--- src/rtl/led_write_arbiter.sv ---
// Round-robin arbiter that shares the LED PIO output register between NUM_REQ requesters.
// Optional readback verify cycle and sticky error flag: define LEDARB_READBACK_EN.
module led_write_arbiter #(
    parameter int NUM_REQ     = 4,
    parameter int OWN_W       = 2,
    parameter int LED_W       = 9,
    parameter int HOLD_CYCLES = 1000,
    parameter int CNT_W       = 16
) (
    input  logic                     clk,
    input  logic                     reset_n,
    input  logic [NUM_REQ-1:0]       req,
    input  logic [NUM_REQ*LED_W-1:0] req_data,
    output logic [NUM_REQ-1:0]       ack,
    output logic [1:0]               m_address,
    output logic                     m_chipselect,
    output logic                     m_write_n,
    output logic [31:0]              m_writedata,
    input  logic [31:0]              m_readdata,
    output logic                     busy,
    output logic [OWN_W-1:0]         owner,
    output logic                     err
);

    typedef enum logic [1:0] {
        IDLE,
        WRITE,
        VERIFY,
        HOLD
    } state_t;

    localparam logic [CNT_W-1:0] HOLD_LOAD =
        (HOLD_CYCLES > 0) ? CNT_W'(HOLD_CYCLES - 1) : '0;

    state_t             state;
    logic [CNT_W-1:0]   hold_cnt;
    logic [OWN_W-1:0]   last_grant;
    logic [OWN_W-1:0]   winner;
    logic [OWN_W-1:0]   cand;
    logic               any_req;
    logic [LED_W-1:0]   win_word;

`ifdef LEDARB_READBACK_EN
    logic [LED_W-1:0]   word;
`else
    logic               unused_readdata;
    assign unused_readdata = ^m_readdata;
`endif

    // First set request bit searching upward from last_grant+1, wrapping at NUM_REQ.
    always_comb begin
        winner  = '0;
        any_req = 1'b0;
        cand    = '0;
        for (int unsigned k = 1; k <= NUM_REQ; k++) begin
            cand = OWN_W'((32'(last_grant) + k) % NUM_REQ);
            if (!any_req && req[cand]) begin
                any_req = 1'b1;
                winner  = cand;
            end
        end
    end

    always_comb begin
        win_word = '0;
        for (int unsigned i = 0; i < NUM_REQ; i++) begin
            if (winner == OWN_W'(i)) begin
                win_word = req_data[i*LED_W +: LED_W];
            end
        end
    end

    // Outputs are assigned from the next state so each one lines up with its state cycle.
    always_ff @(posedge clk or negedge reset_n) begin
        if (!reset_n) begin
            state        <= IDLE;
            hold_cnt     <= '0;
            last_grant   <= OWN_W'(NUM_REQ - 1);
            ack          <= '0;
            m_address    <= '0;
            m_chipselect <= 1'b0;
            m_write_n    <= 1'b1;
            m_writedata  <= '0;
            busy         <= 1'b0;
            owner        <= '0;
            err          <= 1'b0;
`ifdef LEDARB_READBACK_EN
            word         <= '0;
`endif
        end else begin
            ack <= '0;
            case (state)
                IDLE: begin
                    if (any_req) begin
                        state        <= WRITE;
                        owner        <= winner;
                        last_grant   <= winner;
                        ack[winner]  <= 1'b1;
                        busy         <= 1'b1;
                        m_address    <= '0;
                        m_chipselect <= 1'b1;
                        m_write_n    <= 1'b0;
                        m_writedata  <= 32'(win_word);
`ifdef LEDARB_READBACK_EN
                        word         <= win_word;
`endif
                    end
                end
                WRITE: begin
`ifdef LEDARB_READBACK_EN
                    state     <= VERIFY;
                    m_write_n <= 1'b1;
`else
                    m_chipselect <= 1'b0;
                    m_write_n    <= 1'b1;
                    m_writedata  <= '0;
                    if (HOLD_CYCLES == 0) begin
                        state <= IDLE;
                        busy  <= 1'b0;
                    end else begin
                        state    <= HOLD;
                        hold_cnt <= HOLD_LOAD;
                    end
`endif
                end
                VERIFY: begin
`ifdef LEDARB_READBACK_EN
                    if (m_readdata != 32'(word)) begin
                        err <= 1'b1;
                    end
`endif
                    m_chipselect <= 1'b0;
                    m_write_n    <= 1'b1;
                    m_writedata  <= '0;
                    if (HOLD_CYCLES == 0) begin
                        state <= IDLE;
                        busy  <= 1'b0;
                    end else begin
                        state    <= HOLD;
                        hold_cnt <= HOLD_LOAD;
                    end
                end
                HOLD: begin
                    if (hold_cnt == '0) begin
                        state <= IDLE;
                        busy  <= 1'b0;
                    end else begin
                        hold_cnt <= hold_cnt - 1'b1;
                    end
                end
                default: begin
                    state <= IDLE;
                    busy  <= 1'b0;
                end
            endcase
        end
    end

endmodule

--- config.mk ---
export PLATFORM = sky130hd
export DESIGN_NAME = led_write_arbiter
export DESIGN_NICKNAME = d
export VERILOG_FILES = /design/src/rtl/led_write_arbiter.sv
export SDC_FILE = /design/constraint.sdc
export NUM_CORES = 1
export LEC_CHECK = 0
export ABC_CLOCK_PERIOD_IN_PS = 2100
export CORE_ASPECT_RATIO = 0.7
export CORE_MARGIN = 5
export CORE_UTILIZATION = 41
export DETAILED_ROUTE_END_ITERATION = 12
export PLACE_DENSITY = 0.79
export SYNTH_ARGS = -nofsm -noshare
export SYNTH_HDL_FRONTEND = slang
export SYNTH_SLANG_ARGS = --single-unit
--- constraint.sdc ---
create_clock -name clk -period 2.1 [get_ports clk]
set_input_delay 0.63 -clock clk [delete_from_list [all_inputs] [get_ports clk]]
set_output_delay 0.63 -clock clk [all_outputs]
set_load 0.01 [all_outputs]
==> flow_summary.json, run 1 <==
{
  "outcome": "finished, final reports clean",
  "maxCapViolCount": 0,
  "ant_nets": 0,
  "worst_ep_arrival_time_ps": 2220,
  "hold_ws_ps": 360,
  "synth-edff-count": 0,
  "start_kind": "flip-flop",
  "rsz0062_at_grt": "no",
  "routed_wl_microns": 6650,
  "vias": 2211,
  "busiest_layer": "met2",
  "coreArea_sq_um": 5760,
  "die_area_sq_um": 7640,
  "hold_buffers": 0,
  "grt_pass1_vias": 2075,
  "timing.final.ws_setup_ps": 62.0,
  "crit_type": "reg -> reg",
  "syn_avg_cell_area_sq_um": 9.38,
  "finalHoldViolCount": 0,
  "wl_per_cell_microns": 16.0,
  "vdd_ir_drop_max_uv": 225,
  "placed_cells": 405,
  "dr.first_iter.drc_count": 138,
  "met3_usage": 0.0398,
  "gr-total-overflow": 0,
  "vias_per_cell": 5.33,
  "crit_path_end_kind": "flip-flop",
  "crit_slowest_cell": "dfrtp_1",
  "clk_latency_ps": 300,
  "synth_common_cells": "35 x dfrtp_1, 29 x nand2_1, 27 x buf_4",
  "async_flop_share": 1.00,
  "areaGrowthSynthToFinish_pct": 33.6,
  "fin_util": 0.568,
  "antenna_found_initial": 0,
  "grt_usage": 0.167,
  "grt.met2_usage": 0.265,
  "hold_class": "in -> async",
  "place_ws_ps": -440,
  "slowest_delay_ps": 410,
  "ys_ff_latch": 38,
  "n_antenna_cell": 0,
  "yosysWarnings": 1,
  "chipWidth_microns": 102,
  "finalNonFillerCells": 415,
  "cp_top_family": "simple AND/OR/NAND/NOR gates",
  "fin_crit_sh": 0.970,
  "drive_above_1_share": 0.165,
  "portBuffers": 59,
  "path_buf_inv": 1,
  "total_leakage_power_nw": 1.51,
  "cts_tree": "done",
  "grtUsageMet1": 0.227,
  "grt_pass1_wl_microns": 9980,
  "cts_made_buffers": 5,
  "die_h_microns": 74.7,
  "worstPathCellList": "inv_1 > ha_1 > nor2b_1 > nand4_4 > o21a_4 > a31o_4 > mux2_4",
  "path_clk_slew_ps": 80,
  "grt_max_degree": 39,
  "seq_area_frac_synth": 0.390,
  "initial_core_util": 0.425,
  "ff2ff_path_depth": 7,
  "nNetsFinal": 418,
  "synthTopCellsByArea": "dfrtp_1 36%, buf_4 8.3%, nand2_1 4.4%",
  "syn_area_sq_um": 2450,
  "ios": 118,
  "synth_most_common_cell": "dfrtp_1",
  "drv_slew": 0,
  "cp.required_ps": 2280,
  "fillers": 514,
  "rows": 23,
  "htreeDepth": 2,
  "fmax_mhz": 491,
  "yosysTopAreaCellShare": 0.358,
  "post-dp-hpwl_microns": 4890,
  "drt-pass1-iter-count": 4,
  "synth_area_leader_cell": "dfrtp_1",
  "synth-main-ff-cell": "dfrtp_1",
  "power_density_nw_per_um2": 445,
  "critPathMaxFanout": 8,
  "postSynthCellCount": 261,
  "skew_ps": 10.1,
  "place.gp.congestion": 0.841,
  "clk_path_buf_depth": 2,
  "synth_cell_type_count": 55,
  "cts_root_buffer": "clkbuf_8",
  "cp.depth": 7,
  "drc": 0,
  "finalSetupViolCount": 0,
  "clock_sinks": 38,
  "min_period_ps": 2040
}
## layout by cell type, fill, tap and decap left out, types with 6 or more instances in the layout
cell type	Yosys	final
clkdlybuf4s50_1	0	54
dfrtp_1	35	35
nand2_1	29	29
conb_1	1	26
buf_4	27	23
a21oi_1	15	15
nor2_1	14	14
o21ai_1	11	13
nand3_1	12	12
nand4_1	11	11
a211o_1	9	9
o21ai_0	9	7
clkbuf_8	0	6
## registers in the layout, summed over array words and instances (netlist names)
signal and cells:
hold_cnt 16, state 2, ack 4, m_chipselect 1, m_writedata 9, busy 1
m_write_n 1, owner 2, last_grant 2
## kinds of logic (layout without fill, tap and decap cells)
logic type | after synthesis | in the layout | share of synthesized area
other cells | 1 | 26 | 0.00153
buf+inv | 42 | 96 | 0.111
xor+xnor | 5 | 5 | 0.0179
mux | 7 | 7 | 0.0307
simple gates | 96 | 96 | 0.224
compound gates | 67 | 67 | 0.200
flops | 38 | 38 | 0.390
fa+ha+maj | 5 | 5 | 0.0255
## stage by stage
step                      TNS, ps  total power [mW]  cell area [sq um]
after floorplan                 0             0.839               2540
after global routing            0              1.52               3270
after CTS                       0              1.47               3240
after global placement      -7090             0.925               3130
final                           0              1.45               3270
after detailed placement    -7200             0.928               3130
## per-layer routing
layer / part of all wire / up-vias
met5: 0 / -
met4: 0.017 / 0
met3: 0.059 / 9
met2: 0.48 / 77
met1: 0.45 / 1078
li1: - / 1047
## report_power, final
group	internal [mW]	leakage (nW)	switching, mW
clock network	0.264	0.0472	0.275
logic	0.0939	0.997	0.0903
registers	0.731	0.469	0
## worst paths after layout
kind / slack (ps) / start / to
worst max-delay path: 60 / hold_cnt[0] / state[1]
worst min-delay path: 360 / reset_n / m_writedata[2]
worst max register to register: 60 / hold_cnt[0] / state[1]
worst min register to register: 470 / m_write_n / m_write_n
max in group asynchronous: 1360 / reset_n / last_grant[0]
min in group clk: 470 / m_write_n / m_write_n
## repair_timing
| item | 4_1_cts | 5_1_grt |
|---|---|---|
| buffers inserted | 0 | 1 |
| setup endpoints to repair | 17 | 13 |
| resized for setup | 6 | 11 |
| cloned | 0 | 1 |
| hold endpoints to repair | 0 | 0 |
## layout make-up
cell class                      count  area [sq um]  area share
Clock inverter                      2          12.5     0.00382
Sequential cell                    38           955       0.292
Inverter                            5          18.8     0.00574
Clock buffer                        6          82.6      0.0252
Tap cell                           75          93.8      0.0287
Multi-Input combinational cell    206          1340       0.410
Timing Repair Buffer               83           768       0.235
Power figures use the tool's default switching activity.
==> run 2, diff against run 1 <==
GPL_TIMING_DRIVEN = 0   (was default)
==> run 2 against run 1 <==
Cell count grew 3.6%; sequential share of layout area is 1.2 points lower; worst setup slack better by 0.72 ps; die area is the same; clock power is 43% higher; register-to-register slack gained 30 ps; first-iteration DRC count decreased by 26%; maximum frequency about the same; clock skew about the same; largest power group is now clock.
==> flow_summary.json, run 2 (synthesis results as in run 1) <==
{
  "crit_type": "in -> reg",
  "ant_nets": 0,
  "maxCapViolCount": 0,
  "chipWidth_microns": 102,
  "initial_core_util": 0.425,
  "regMostFlops": "hold_cnt",
  "grt_usage": 0.164,
  "drc": 0,
  "skew_ps": 10.4,
  "coreArea_sq_um": 5760,
  "vdd_ir_drop_max_uv": 248,
  "drt-pass1-iter-count": 4,
  "nNetsFinal": 433,
  "start_kind": "primary input",
  "fin_util": 0.593,
  "post-dp-hpwl_microns": 4900,
  "total_leakage_power_nw": 1.61,
  "die_area_sq_um": 7640,
  "antenna_found_initial": 0,
  "cts_root_buffer": "clkbuf_8",
  "hold_class": "in -> async",
  "worst_ep_arrival_time_ps": 2210,
  "min_period_ps": 2040,
  "grt_pass1_wl_microns": 9850,
  "critPathMaxFanout": 10,
  "clk_latency_ps": 290,
  "vias": 2239,
  "path_clk_slew_ps": 80,
  "vias_per_cell": 5.21,
  "n_antenna_cell": 0,
  "power.total_mw": 1.71,
  "power_density_nw_per_um2": 500,
  "clk_path_buf_depth": 2,
  "tightest_slew_ps": 845,
  "grt_max_degree": 39,
  "outcome": "finished, final reports clean",
  "final_common_cell": "clkdlybuf4s50_1",
  "crit_slowest_cell": "o41ai_4",
  "finalSetupViolCount": 0,
  "dr.first_iter.drc_count": 102,
  "rows": 23,
  "crit_path_end_kind": "flip-flop",
  "largest_register_ffs": 16,
  "clock_sinks": 38,
  "wl_per_cell_microns": 15.1,
  "gr-total-overflow": 0,
  "areaGrowthSynthToFinish_pct": 39.5,
  "place.gp.congestion": 0.873,
  "final_cell_mix": "54 x clkdlybuf4s50_1, 35 x dfrtp_1, 29 x nand2_1, 29 x buf_4, 26 x conb_1",
  "die_h_microns": 74.7,
  "routed_wl_microns": 6500,
  "cts_tree": "done",
  "relSlewSlack": 0.437,
  "ios": 118,
  "finalHoldViolCount": 0,
  "placed_cells": 420,
  "slowest_delay_ps": 480,
  "grt_pass1_vias": 2018,
  "cp.required_ps": 2280,
  "reg.largest.list": "hold_cnt (16), m_writedata (9), ack (4)",
  "finalNonFillerCells": 430,
  "fmax_mhz": 491,
  "portBuffers": 59,
  "worstPathCellList": "dlygate4sd2_1 > o41ai_4 > nor2_2 > buf_2 > nand4_1 > o21ai_1 > a211o_1",
  "cts_made_buffers": 5,
  "fin_crit_sh": 0.970,
  "drv_slew": 0,
  "htreeDepth": 2,
  "drive_above_1_share": 0.189
}
-- run 2: cell count changes in the layout (fill, tap and decap cells not counted), sizes merged --
cell,before,now
buf,25,35
clkbuf,6,12
bufinv,0,2
clkinv,1,0
clkinvlp,1,0
dlymetal6s2s,1,0
-- run 2: layout make-up --
type / count / area [sq um]
Fill cell: 500 / 2340
Multi-Input combinational cell: 206 / 1350
Sequential cell: 38 / 955
Timing Repair Buffer: 62 / 599
Buffer: 36 / 255
Tap cell: 75 / 93.8
Clock buffer: 6 / 82.6
Clock inverter: 2 / 60.1
Inverter: 5 / 18.8
-- run 2: path summary, 6_finish.rpt --
check / from / to / slack (ps) / cells after the start
min reg2reg: m_write_n / m_write_n / 470 / 2
max reg2reg: state[0] / m_writedata[5] / 90 / 8
max: req[1] / m_writedata[5] / 60 / 7
max in group asynchronous: reset_n / ack[2] / 1120 / 1
min in group clk: m_write_n / m_write_n / 470 / 2
min: reset_n / m_writedata[1] / 440 / 1
-- run 2: stage by stage --
step,setup slack (ps),cell area (sq um),hold WS (ps),TNS [ps]
6_report,62.7,3420,440,0
5_1_grt,-9.10,3420,481,-9.48
4_1_cts,16.5,3370,477,0
3_5_place_dp,-535,3220,464,-8510
3_3_place_gp,-518,3230,449,-26370
2_1_floorplan,190,2540,334,0
-- run 2: report_power, final --
group | internal, mW | switching [mW]
Clock | 0.507 | 0.265
Sequential | 0.731 | 0
Combinational | 0.111 | 0.0943
-- run 2: worst max-delay path: cells and delay by family --
family	cells	cell delay, ps
buffers and inverters	2	550
and+or+nand+nor	2	220
AOI/OAI and AO/OA	3	810
-- run 2: what timing repair did --
| action | 4_1_cts | 5_1_grt |
|---|---|---|
| hold buffers | 0 | 0 |
| buffers inserted | 1 | 2 |
| resized for setup | 6 | 9 |
| pin swaps | 0 | 1 |
| setup endpoints to repair | 16 | 16 |
-- run 2: per-layer routing --
| metal | global-route usage | part of all wire | wire length [microns] | vias up |
|---|---|---|---|---|
| li1 | - | - | - | 1081 |
| met1 | 0.236 | 0.44 | 2890 | 1066 |
| met2 | 0.245 | 0.47 | 3070 | 76 |
| met3 | 0.0343 | 0.056 | 361 | 16 |
| met4 | 0.0611 | 0.027 | 177 | 0 |
| met5 | 0 | 0 | 0 | - |
==> run 3, diff against run 2 <==
PLACE_DENSITY = 0.81   (was 0.79)
==> run 3 against run 2 <==
Maximum frequency is 0.35% higher; flip-flop and latch count unchanged; combinational power increased by 2%; highest routed layer unchanged.
==> flow_summary.json, run 3 (synthesis results as in run 1) <==
{
  "outcome": "finished, final reports clean",
  "reg2reg_from": "hold_cnt[0]",
  "die_area_sq_um": 7640,
  "start_kind": "primary input",
  "grt_usage": 0.172,
  "worst_ep_arrival_time_ps": 2200,
  "power_density_nw_per_um2": 440,
  "post-dp-hpwl_microns": 4800,
  "vias": 2211,
  "chipWidth_microns": 102,
  "cts_made_buffers": 5,
  "ant_nets": 0,
  "fin_crit_sh": 0.967,
  "initial_core_util": 0.425,
  "coreArea_sq_um": 5760,
  "htreeDepth": 2,
  "skew_ps": 6.01,
  "fillers": 511,
  "crit_type": "in -> reg",
  "combPwrFrac": 0.141,
  "fin_area_sq_um": 3380,
  "r2r_slack_ps": 100,
  "dr.first_iter.drc_count": 103,
  "drive_above_1_share": 0.199,
  "critPathMaxFanout": 10,
  "cts_tree": "done",
  "areaGrowthSynthToFinish_pct": 38.0,
  "relSlewSlack": 0.426,
  "switching_power_uw": 377,
  "final_cell_mix": "54 x clkdlybuf4s50_1, 35 x dfrtp_1, 31 x buf_4",
  "min_period_ps": 2030,
  "clk_latency_ps": 300,
  "clk_path_buf_depth": 2,
  "antenna_found_initial": 0,
  "reg.largest.list": "hold_cnt (16), m_writedata (9), ack (4)",
  "tightest_slew_ps": 862,
  "finalSetupViolCount": 0,
  "gr-total-overflow": 0,
  "vdd_ir_drop_max_uv": 270,
  "grt_pass1_wl_microns": 10200,
  "rows": 23,
  "routed_wl_microns": 6460,
  "cts_root_buffer": "clkbuf_8",
  "p_int_mw": 1.11,
  "portBuffers": 59,
  "fmax_mhz": 493,
  "drt-pass1-iter-count": 4,
  "total_leakage_power_nw": 1.59,
  "wl_per_cell_microns": 14.9,
  "hold_buffers": 0,
  "drc": 0,
  "n_antenna_cell": 0,
  "final_common_cell": "clkdlybuf4s50_1",
  "switching_share": 0.254,
  "clock_power_share": 0.367,
  "ff2ff_path_depth": 7,
  "crit_path_end_kind": "flip-flop",
  "grt_pass1_vias": 2053,
  "vias_per_cell": 5.12,
  "cp.required_ps": 2270,
  "finalHoldViolCount": 0,
  "largest_register_ffs": 16,
  "clock_sinks": 38,
  "place.gp.congestion": 0.810,
  "regMostFlops": "hold_cnt",
  "die_h_microns": 74.7,
  "final.setup.tns_ps": 0,
  "hold_class": "in -> async",
  "ios": 118,
  "nNetsFinal": 435,
  "grt_max_degree": 39,
  "path_clk_slew_ps": 80,
  "reg2reg_to": "state[1]",
  "dpl_cell_area_sq_um": 3220,
  "power_frac_seq": 0.492,
  "maxCapViolCount": 0,
  "power.total_mw": 1.49,
  "drv_slew": 0
}
## run 3: cell count changes in the layout (fill, tap and decap cells not counted)
cell        change
clkinv_2        +1
ha_2            +1
clkinvlp_4      +1
bufinv_16       -2
o21a_2          +1
o21a_1          -1
mux2i_4         -1
mux2i_2         +1
ha_1            -1
buf_4           +2
## run 3: metal layers
layer	vias to the layer above	routed length, microns	global-route usage
li1	1082	-	-
met1	1069	2860	0.238
met2	54	3230	0.272
met3	6	318	0.0370
met4	0	52	0.0553
met5	-	0	0
## run 3: per-stage QoR
| step | instances | setup slack (ps) | hold WS (ps) | util |
|---|---|---|---|---|
| 6_report | 432 | 69.8 | 440 | 0.587 |
| 5_1_grt | 432 | -7.22 | 492 | 0.587 |
| 4_1_cts | 431 | 6.95 | 474 | 0.582 |
| 3_5_place_dp | 420 | -575 | 467 | 0.560 |
| 3_3_place_gp | 420 | -540 | 448 | 0.561 |
| 2_1_floorplan | 286 | 190 | 334 | - |
## run 3: power groups by stage
stage / Sequential [mW] / Combinational, mW / Clock [mW]
2_1_floorplan: 0.746 / 0.0929 / 0
4_1_cts: 0.731 / 0.205 / 0.556
3_3_place_gp: 0.746 / 0.200 / 0
6_report: 0.731 / 0.210 / 0.546
3_5_place_dp: 0.746 / 0.201 / 0
5_1_grt: 0.731 / 0.229 / 0.592
## run 3: timing repair
action | 4_1_cts | 5_1_grt
buffers inserted | 3 | 2
pin swaps | 1 | 1
setup endpoints to repair | 17 | 13
cloned | 0 | 0
gates resized for setup | 8 | 8
## run 3: worst max-delay path by stage
stage / from / end / depth (start not counted)
after floorplan: hold_cnt[0] / state[1] / 7
after global placement: req[0] / owner[1] / 6
after detailed placement: req[0] / owner[1] / 6
after CTS: hold_cnt[0] / state[1] / 7
after global routing: hold_cnt[0] / state[1] / 7
final: req[1] / owner[1] / 6
## run 3: final cells by class
class,instances,area [sq um],share of cell area
Tap cell,75,93.8,0.0278
Timing Repair Buffer,64,614,0.182
Buffer,36,255,0.0756
Clock inverter,2,12.5,0.00370
Sequential cell,38,955,0.283
Multi-Input combinational cell,206,1350,0.399
Clock buffer,6,82.6,0.0244
Inverter,5,18.8,0.00556
## run 3: critical path, cell delays in order
cell	delay [ps]
dlygate4sd2_1	410
nor2b_1	330
a21o_1	340
nor2_1	120
nand3_1	260
nand2_1	100
